--- config.mk ---
export PLATFORM = sky130hd
export DESIGN_NAME = mem_indata_sel_buf_flat
export DESIGN_NICKNAME = d
export VERILOG_FILES = /design/src/rtl/mem_indata_sel_buf_pkg.sv /design/src/rtl/mem_indata_sel_buf_if.sv /design/src/rtl/mem_indata_sel_buf_fifo.sv /design/src/rtl/mem_indata_sel_buf.sv /design/src/flat_wrapper.sv
export SDC_FILE = /design/constraint.sdc
export NUM_CORES = 1
export LEC_CHECK = 0
export CORE_ASPECT_RATIO = 1.1
export CORE_MARGIN = 1.5
export CORE_UTILIZATION = 50
export CTS_CLUSTER_DIAMETER = 30
export DETAILED_ROUTE_END_ITERATION = 10
export HOLD_SLACK_MARGIN = 0.05
export PLACE_DENSITY = 0.75
export SETUP_SLACK_MARGIN = 0.1
export SLEW_MARGIN = 20
export SYNTH_ARGS = -nofsm -noshare
export SYNTH_HDL_FRONTEND = slang
export SYNTH_SLANG_ARGS = --single-unit
--- constraint.sdc ---
create_clock -name clk -period 5 [get_ports clk]
set_clock_uncertainty 0.1 [all_clocks]
set_input_delay 1.5 -clock clk [delete_from_list [all_inputs] [get_ports clk]]
set_output_delay 1.5 -clock clk [all_outputs]
set_load 0.05 [all_outputs]
--- src/rtl/mem_indata_sel_buf_pkg.sv ---
// Shared defaults and select-code names for the memory input-data selector.
// Pure constants, no latency; no flow control.
package memin_pkg;

    localparam int          MEMIN_DATA_W_DEF = 17;
    localparam int          MEMIN_SEL_W_DEF  = 3;
    localparam logic [31:0] MEMIN_CONST_DEF  = 32'd10;

    typedef enum logic [MEMIN_SEL_W_DEF-1:0] {
        SEL_SRC0  = 3'd0,
        SEL_SRC1  = 3'd1,
        SEL_CONST = 3'd2
    } memin_sel_e;

endpackage

--- src/rtl/mem_indata_sel_buf_if.sv ---
// Request/drain bundle between datapath, selector buffer and data memory.
// Wiring only, no latency; in_ready/out_ready carry the backpressure.
interface mem_indata_sel_buf_if #(
    parameter int DATA_W  = 17,
    parameter int NUM_SRC = 2,
    parameter int SEL_W   = 3,
    parameter int DEPTH   = 4
);
    localparam int CNT_W = $clog2(DEPTH) + 1;

    logic [NUM_SRC*DATA_W-1:0] src_data;
    logic [SEL_W-1:0]          sel;
    logic                      in_valid;
    logic                      in_ready;
    logic [DATA_W-1:0]         out_data;
    logic                      out_valid;
    logic                      out_ready;
    logic                      sel_err;
    logic [CNT_W-1:0]          count;

    modport master (
        output src_data, sel, in_valid, out_ready,
        input  in_ready, out_data, out_valid, sel_err, count
    );

    modport slave (
        input  src_data, sel, in_valid, out_ready,
        output in_ready, out_data, out_valid, sel_err, count
    );

endinterface

--- src/rtl/mem_indata_sel_buf_fifo.sv ---
// Write-data buffer: DEPTH-entry storage, wrapping pointers and occupancy.
// Latency: written word visible at the head one cycle after the write edge.
// Backpressure: wr_rdy drops when full; ignored writes/reads are masked here.
module memin_fifo #(
    parameter int DATA_W = 17,
    parameter int DEPTH  = 4
) (
    input  logic                       clk,
    input  logic                       rst,
    input  logic                       wr_en,
    input  logic [DATA_W-1:0]          wr_dat,
    input  logic                       rd_en,
    output logic [DATA_W-1:0]          rd_dat,
    output logic                       rd_vld,
    output logic                       wr_rdy,
    output logic [$clog2(DEPTH):0]     count
);
    localparam int PW = $clog2(DEPTH);

    logic [DATA_W-1:0] mem [DEPTH];
    logic [PW-1:0]     wr_ptr;
    logic [PW-1:0]     rd_ptr;
    logic              do_wr;
    logic              do_rd;

    assign wr_rdy = (count != (PW+1)'(DEPTH));
    assign rd_vld = (count != '0);
    assign do_wr  = wr_en && wr_rdy;
    assign do_rd  = rd_en && rd_vld;
    assign rd_dat = mem[rd_ptr];

    // Pointers are exactly log2(DEPTH) wide, so increment wraps modulo DEPTH.
    always_ff @(posedge clk or posedge rst) begin
        if (rst) begin
            wr_ptr <= '0;
            rd_ptr <= '0;
            count  <= '0;
            for (int i = 0; i < DEPTH; i++) mem[i] <= '0;
        end else begin
            if (do_wr) begin
                mem[wr_ptr] <= wr_dat;
                wr_ptr      <= wr_ptr + 1'b1;
            end
            if (do_rd) rd_ptr <= rd_ptr + 1'b1;
            case ({do_wr, do_rd})
                2'b10:   count <= count + 1'b1;
                2'b01:   count <= count - 1'b1;
                default: count <= count;
            endcase
        end
    end

endmodule

--- src/rtl/mem_indata_sel_buf.sv ---
// Selects a source word (or constant under MEMIN_CONST_SEL_EN) and queues it for data memory.
// Latency: one cycle from accepted request to out_valid when the buffer is empty.
// Backpressure: in_ready = not full (registered state only); out_ready drains the head.
module mem_indata_sel_buf
    import memin_pkg::*;
#(
    parameter int          DATA_W    = MEMIN_DATA_W_DEF,
    parameter int          NUM_SRC   = 2,
    parameter int          SEL_W     = MEMIN_SEL_W_DEF,
    parameter int          DEPTH     = 4,
    parameter logic [31:0] CONST_VAL = MEMIN_CONST_DEF
) (
    input  logic                 clk,
    input  logic                 rst,
    mem_indata_sel_buf_if.slave  bus
);
    logic              sel_legal;
    logic              push_hs;
    logic [DATA_W-1:0] sel_word;
    logic [DATA_W-1:0] fifo_dat;
    logic              fifo_vld;
    logic              fifo_rdy;
    logic              sel_err_q;

`ifdef MEMIN_CONST_SEL_EN
    assign sel_legal = (bus.sel <= SEL_W'(NUM_SRC));
`else
    assign sel_legal = (bus.sel < SEL_W'(NUM_SRC));
`endif

    // Constant is the fall-through word; it only lands in the buffer when its code is legal.
    always_comb begin
        sel_word = DATA_W'(CONST_VAL);
        for (int k = 0; k < NUM_SRC; k++) begin
            if (bus.sel == SEL_W'(k)) sel_word = bus.src_data[k*DATA_W +: DATA_W];
        end
    end

    assign push_hs = bus.in_valid && fifo_rdy;

    memin_fifo #(
        .DATA_W (DATA_W),
        .DEPTH  (DEPTH)
    ) u_fifo (
        .clk    (clk),
        .rst    (rst),
        .wr_en  (push_hs && sel_legal),
        .wr_dat (sel_word),
        .rd_en  (bus.out_ready),
        .rd_dat (fifo_dat),
        .rd_vld (fifo_vld),
        .wr_rdy (fifo_rdy),
        .count  (bus.count)
    );

    always_ff @(posedge clk or posedge rst) begin
        if (rst) sel_err_q <= 1'b0;
        else     sel_err_q <= push_hs && !sel_legal;
    end

    assign bus.in_ready  = fifo_rdy;
    assign bus.out_valid = fifo_vld;
    assign bus.out_data  = fifo_vld ? fifo_dat : '0;
    assign bus.sel_err   = sel_err_q;

endmodule

--- src/flat_wrapper.sv ---
// flat-port wrapper written by rule: the top's interface ports become plain ports
module mem_indata_sel_buf_flat import memin_pkg::*;
#(
    parameter int          DATA_W    = MEMIN_DATA_W_DEF,
    parameter int          NUM_SRC   = 2,
    parameter int          SEL_W     = MEMIN_SEL_W_DEF,
    parameter int          DEPTH     = 4,
    parameter logic [31:0] CONST_VAL = MEMIN_CONST_DEF
)
  (clk, rst, bus_src_data, bus_sel, bus_in_valid, bus_out_ready, bus_in_ready, bus_out_data, bus_out_valid, bus_sel_err, bus_count);
  mem_indata_sel_buf_if #(.DATA_W(DATA_W), .NUM_SRC(NUM_SRC), .SEL_W(SEL_W), .DEPTH(DEPTH)) bus_i ();
  input  logic clk;
  input  logic rst;
  input wire logic [$bits(bus_i.src_data)-1:0] bus_src_data;
  input wire logic [$bits(bus_i.sel)-1:0] bus_sel;
  input wire logic [$bits(bus_i.in_valid)-1:0] bus_in_valid;
  input wire logic [$bits(bus_i.out_ready)-1:0] bus_out_ready;
  output wire logic [$bits(bus_i.in_ready)-1:0] bus_in_ready;
  output wire logic [$bits(bus_i.out_data)-1:0] bus_out_data;
  output wire logic [$bits(bus_i.out_valid)-1:0] bus_out_valid;
  output wire logic [$bits(bus_i.sel_err)-1:0] bus_sel_err;
  output wire logic [$bits(bus_i.count)-1:0] bus_count;
  assign bus_i.src_data = bus_src_data;
  assign bus_i.sel = bus_sel;
  assign bus_i.in_valid = bus_in_valid;
  assign bus_i.out_ready = bus_out_ready;
  assign bus_in_ready = bus_i.in_ready;
  assign bus_out_data = bus_i.out_data;
  assign bus_out_valid = bus_i.out_valid;
  assign bus_sel_err = bus_i.sel_err;
  assign bus_count = bus_i.count;
  mem_indata_sel_buf #(.DATA_W(DATA_W), .NUM_SRC(NUM_SRC), .SEL_W(SEL_W), .DEPTH(DEPTH), .CONST_VAL(CONST_VAL)) u_core (.clk(clk), .rst(rst), .bus(bus_i));
endmodule
==> After elaboration in Yosys (flattened, before gate mapping) <==
Cells that the tools add are included.
{ "totals": {"reg_bits": 76, "inputBits": 41, "out_inout_bits": 23, "elab_cells": 42} }
{ "op_classes": {"n_addsub": 4, "n_lt_le_gt_ge": 4, "n_eq_ne": 4, "n_mux": 10, "bitwise_logic": 2, "n_reduce_logical": 10} }
{ "ops": {"columns": ["op", "count"], "rows": [
  ["$mux 17", 6],
  ["$bwmux 68", 1],
  ["$bmux 17 s2", 1],
  ["$demux 17 s2", 1],
  ["$ge 3x3->1 const B", 2],
  ["$logic_and 1x1->1", 6],
  ["$not 2->3", 2],
  ["$pmux 3 s2", 1],
  ["$add 2x1->2 const B", 2],
  ["$add 3x1->3 const B", 1],
  ["$eq 3x1->1 const B", 1],
  ["$logic_not 3->1", 1],
  ["$lt 3x1->1 const B", 1],
  ["$lt 3x2->1 const B", 1],
  ["$ne 3x3->1 const B", 1],
  ["$reduce_bool 3->1", 1],
  ["$sub 3x1->3 const B", 1],
  ["$eq 2x1->1 const B", 1],
  ["$eq 2x2->1 const B", 1],
  ["$reduce_bool 2->1", 1],
  ["$logic_not 1->1", 1]
]} }

==> Depth between registers and ports, before layout <==
{ "logic_depth": {"ltp_word": 6, "depth_mapped": 9, "depth_no_buf": 8} }

==> Cells and area by module <==
A second synthesis with hierarchy kept.
{ "hier_totals": {"cells_unflattened": 265, "area_unflattened_um2": 4007.6} }
{ "modules_own_cells": {"columns": ["mod", "instances", "cells_per_inst", "area_per_inst_um2"], "rows": [
  ["memin_fifo", 1, 203, 3562.2],
  ["mem_indata_sel_buf", 1, 62, 445.4]
]} }

==> Worst setup path before layout <==
OpenSTA, ideal clock, no wires.
{ "synth_timing": {"path_type": "reg2out", "startpoint": "register u_core.u_fifo.count[0]", "endpoint": "output port bus_out_data[0]", "arrival_time_ns": 1.970, "setup_slack_ns": 1.430, "path_stages_with_launch": 4, "cell_sequence": "dfrtp_1 > or3_2 > clkbuf_1 > and2_1"} }
{ "synth_between": {"elab_chain_cells": 2} }
{ "synth_lines": {"columns": ["item", "line", "rtl"], "rows": [
  ["start, declared", "mem_indata_sel_buf_fifo.sv:16", "output logic [$clog2(DEPTH):0] count"],
  ["start signal, assigned", "mem_indata_sel_buf_fifo.sv:46", "2'b10: count <= count + 1'b1;"],
  ["start signal, assigned", "mem_indata_sel_buf_fifo.sv:47", "2'b01: count <= count - 1'b1;"],
  ["start signal, assigned", "mem_indata_sel_buf_fifo.sv:48", "default: count <= count;"],
  ["$reduce_bool 3->1", "mem_indata_sel_buf_fifo.sv:27", "assign rd_vld = (count != '0);"],
  ["via bus_out_valid", "flat_wrapper.sv:20", "output wire logic [$bits(bus_i.out_valid)-1:0] bus_out_valid;"],
  ["$mux 17", "mem_indata_sel_buf.sv:63", "assign bus.out_data = fifo_vld ? fifo_dat : '0;"],
  ["end, declared", "flat_wrapper.sv:19", "output wire logic [$bits(bus_i.out_data)-1:0] bus_out_data;"]
]} }
The timed path passes the listed nets, and every way through them passes these cells.

==> Worst setup path in the final report <==
{ "layout_timing": {"startpoint": "register u_core.u_fifo.rd_ptr[0]", "endpoint": "output port bus_out_data[6]"} }
{ "layout_between": {"elab_chain_cells": 5} }
{ "layout_lines": {"columns": ["item", "line", "rtl"], "rows": [
  ["start, declared", "mem_indata_sel_buf_fifo.sv:22", "logic [PW-1:0] rd_ptr;"],
  ["start signal, assigned", "mem_indata_sel_buf_fifo.sv:44", "if (do_rd) rd_ptr <= rd_ptr + 1'b1;"],
  ["$not 2->3 (implied by the code)", "mem_indata_sel_buf_fifo.sv:30", "assign rd_dat = mem[rd_ptr];"],
  ["$bmux 17 s2", "mem_indata_sel_buf_fifo.sv:30", null],
  ["$mux 17 (implied by the code) (2 in series)", "mem_indata_sel_buf_fifo.sv:30", null],
  ["$mux 17", "mem_indata_sel_buf.sv:63", null]
]} }
No other way between the ends. The select of a mux whose other input is x is not followed.

==> results_dict.tcl <==
set metrics [dict create \
    dp.cells 420 \
    status "completed" \
    path_cells "buf_4 > mux4_2 > and2_1 > clkdlybuf4s50_1" \
    instances_no_fill 436 \
    timing.rr.start "u_core.u_fifo.count[0]" \
    min_period_ns 4.40 \
    die_h_um 97.1 \
    power.density_nw_per_um2 605 \
    cts.htree.levels 3 \
    track_usage_pct 20.6 \
    vias 2292 \
    antenna_cells 0 \
    die_w_um 88.5 \
    slew_violations 0 \
    clockBufferDepth 2 \
    slowest_stage "dfrtp_1" \
    synth_cell_type_count 26 \
    critPathMaxFanout 12 \
    cts_buffers 9 \
    arrival_ns 2.80 \
    ios 64 \
    overflow 0 \
    n_fill_cell 620 \
    first_pass_iters 4 \
    grt_pass1_wl_um 13200 \
    gp_congestion 0.692 \
    post_cts_buffers 0 \
    critical-path-top-delay-family "buffers and inverters" \
    slowest_delay_ns 0.75 \
    cts_hold_buffers 0 \
    cts_tree "yes" \
    hold_class "reg2reg" \
    timing.fmax_ghz 0.228 \
    antenna_left 0 \
    setup_slack_ns 0.605 \
    cts_root_buf "clkbuf_8" \
    pre_cts_slack_ns 0.923 \
    viasPerCell 5.26 \
    slew_headroom_pct 36.3 \
    rows 34 \
    worst_setup_path_end_kind "primary output" \
    p_leak_nw 2.36 \
    cts.sinks 76 \
    drive_gt1_share_pct 35.1 \
    finalSetupViolCount 0 \
    syn_inst 261 \
    rsz0062_at_grt "false" \
    crit_start "u_core.u_fifo.rd_ptr[0]" \
    syn_nets 308 \
    ctsResizeCount 0 \
    clk_pin_slew_ns 0.08 \
    ir_drop_uv 326 \
    yosys_warnings 0 \
    dp_hpwl_um 5220 \
    path_buf_inv 2 \
    start_util_pct 51.1 \
    drt_wl_total_um 7910 \
    antenna_found_initial 0 \
    grt_pass1_vias 2549 \
    critical_path_required_ns 3.40 \
    hold_viol 0 \
    ys_seq_area_share_pct 47.3 \
    synth_area_per_cell_um2 15.4 \
    min_period_over_period_pct 87.9 \
    finalSetupTns_ns 0 \
    insertion_delay_ns 0.34 \
    drt-initial-drc-count 93 \
    synth_area_um2 4020 \
    worst_pin_slew_ns 0.955 \
    areaGrowthSynthToFinish_pct 22.3 \
    critPathLaunchType "register" \
    fin_nets 370 \
    min-delay-start "u_core.u_fifo.mem[33]" \
    path_class "reg2out" \
    die_area_um2 8590 \
    drv_cap 0 \
    coreArea_um2 7870 \
    post_drt_wl_per_cell_um 18.1 \
    drc 0 \
    grt_max_degree 77 \
    portBuffers 63 \
    synth-seq-cells 76 \
]
## layout make-up
type / count / area (µm²) / area share, %
flip-flops and latches: 76 / 1900 / 38.7
inverters: 6 / 22.5 / 0.458
clock inverters: 7 / 123 / 2.49
clock buffers: 9 / 124 / 2.52
repair buffers: 67 / 661 / 13.4
well taps: 108 / 135 / 2.75
multi-input cells: 163 / 1950 / 39.7
## kinds of logic (layout without fill, tap and decap cells)
kind of cell	Yosys count	in the layout	synth area share, %
flip-flops	76	76	47.3
AND/OR/NAND/NOR	47	47	8.09
adder cells (fa/ha/maj)	6	6	2.05
buffers and inverters	22	89	4.20
XOR/XNOR	6	6	1.31
multiplexers	104	104	37.1
## final timing paths
kind	end	slack (ns)	cells past startpoint
min in group asynchronous	u_core.u_fifo.mem[21]	1.67	3
worst min register to register	u_core.u_fifo.mem[33]	0.41	1
worst min-delay path	u_core.u_fifo.mem[33]	0.41	1
max in group asynchronous	u_core.u_fifo.mem[10]	2.52	3
worst max register to register	u_core.u_fifo.count[2]	2.43	8
worst max-delay path	bus_out_data[6]	0.60	4
## cell usage after synthesis, drive strengths merged
| cell | instances | area share, % |
|---|---|---|
| xor2 | 3 | 0.65 |
| ha | 5 | 1.6 |
| or3b | 1 | 0.22 |
| and2 | 18 | 2.8 |
| nor2 | 17 | 2.0 |
| and3 | 1 | 0.19 |
| inv | 6 | 0.56 |
| buf | 13 | 3.3 |
| nand2 | 2 | 0.19 |
| mux4 | 17 | 9.5 |
| xnor2 | 3 | 0.65 |
| mux2i | 18 | 4.5 |
| or3 | 1 | 0.19 |
| nand4 | 4 | 2.1 |
| nand3 | 2 | 0.25 |
| mux2 | 69 | 23 |
| dfrtp | 76 | 47 |
| clkbuf | 3 | 0.31 |
| fa | 1 | 0.50 |
| or2 | 1 | 0.16 |
## report_power, final
group,internal [mW],switching (mW)
sequential,0.856,0.176
combinational,0.692,0.679
clock,0.335,0.236
## registers in the layout (all words and copies together), names as in the netlist
register and cells:
u_core.u_fifo.mem 68, u_core.u_fifo.wr_ptr 2, u_core.u_fifo.count 3, u_core.u_fifo.rd_ptr 2
u_core.bus.sel_err 1
## stage by stage
step | power, mW | cell area (µm²) | utilization [%] | hold slack (ns)
after floorplan | 2.06 | 4020 | - | 0.374
after global placement | 2.39 | 4670 | 59.3 | 0.384
after detailed placement | 2.42 | 4670 | 59.3 | 0.388
after CTS | 3.00 | 4920 | 62.5 | 0.408
after global routing | 3.13 | 4920 | 62.5 | 0.411
final | 2.97 | 4920 | 62.5 | 0.406
## cell usage in the layout (no fill, tap or decap), drive strengths merged, types with 4 or more instances in the layout
master         instances
and2                  18
buf                    4
clkbuf                 9
clkdlybuf4s50         63
dfrtp                 76
ha                     5
inv                    8
mux2                  69
mux2i                 18
mux4                  17
nand4                  4
nor2                  17
## metal layers
layer | GRT usage (%) | up-vias | wire [µm]
met3 | 2.97 | 7 | 240
met2 | 34.1 | 52 | 4090
li1 | - | 1049 | -
met5 | 0 | - | 0
met1 | 27.4 | 1184 | 3470
met4 | 7.57 | 0 | 103
Power figures use the tool's default switching activity.
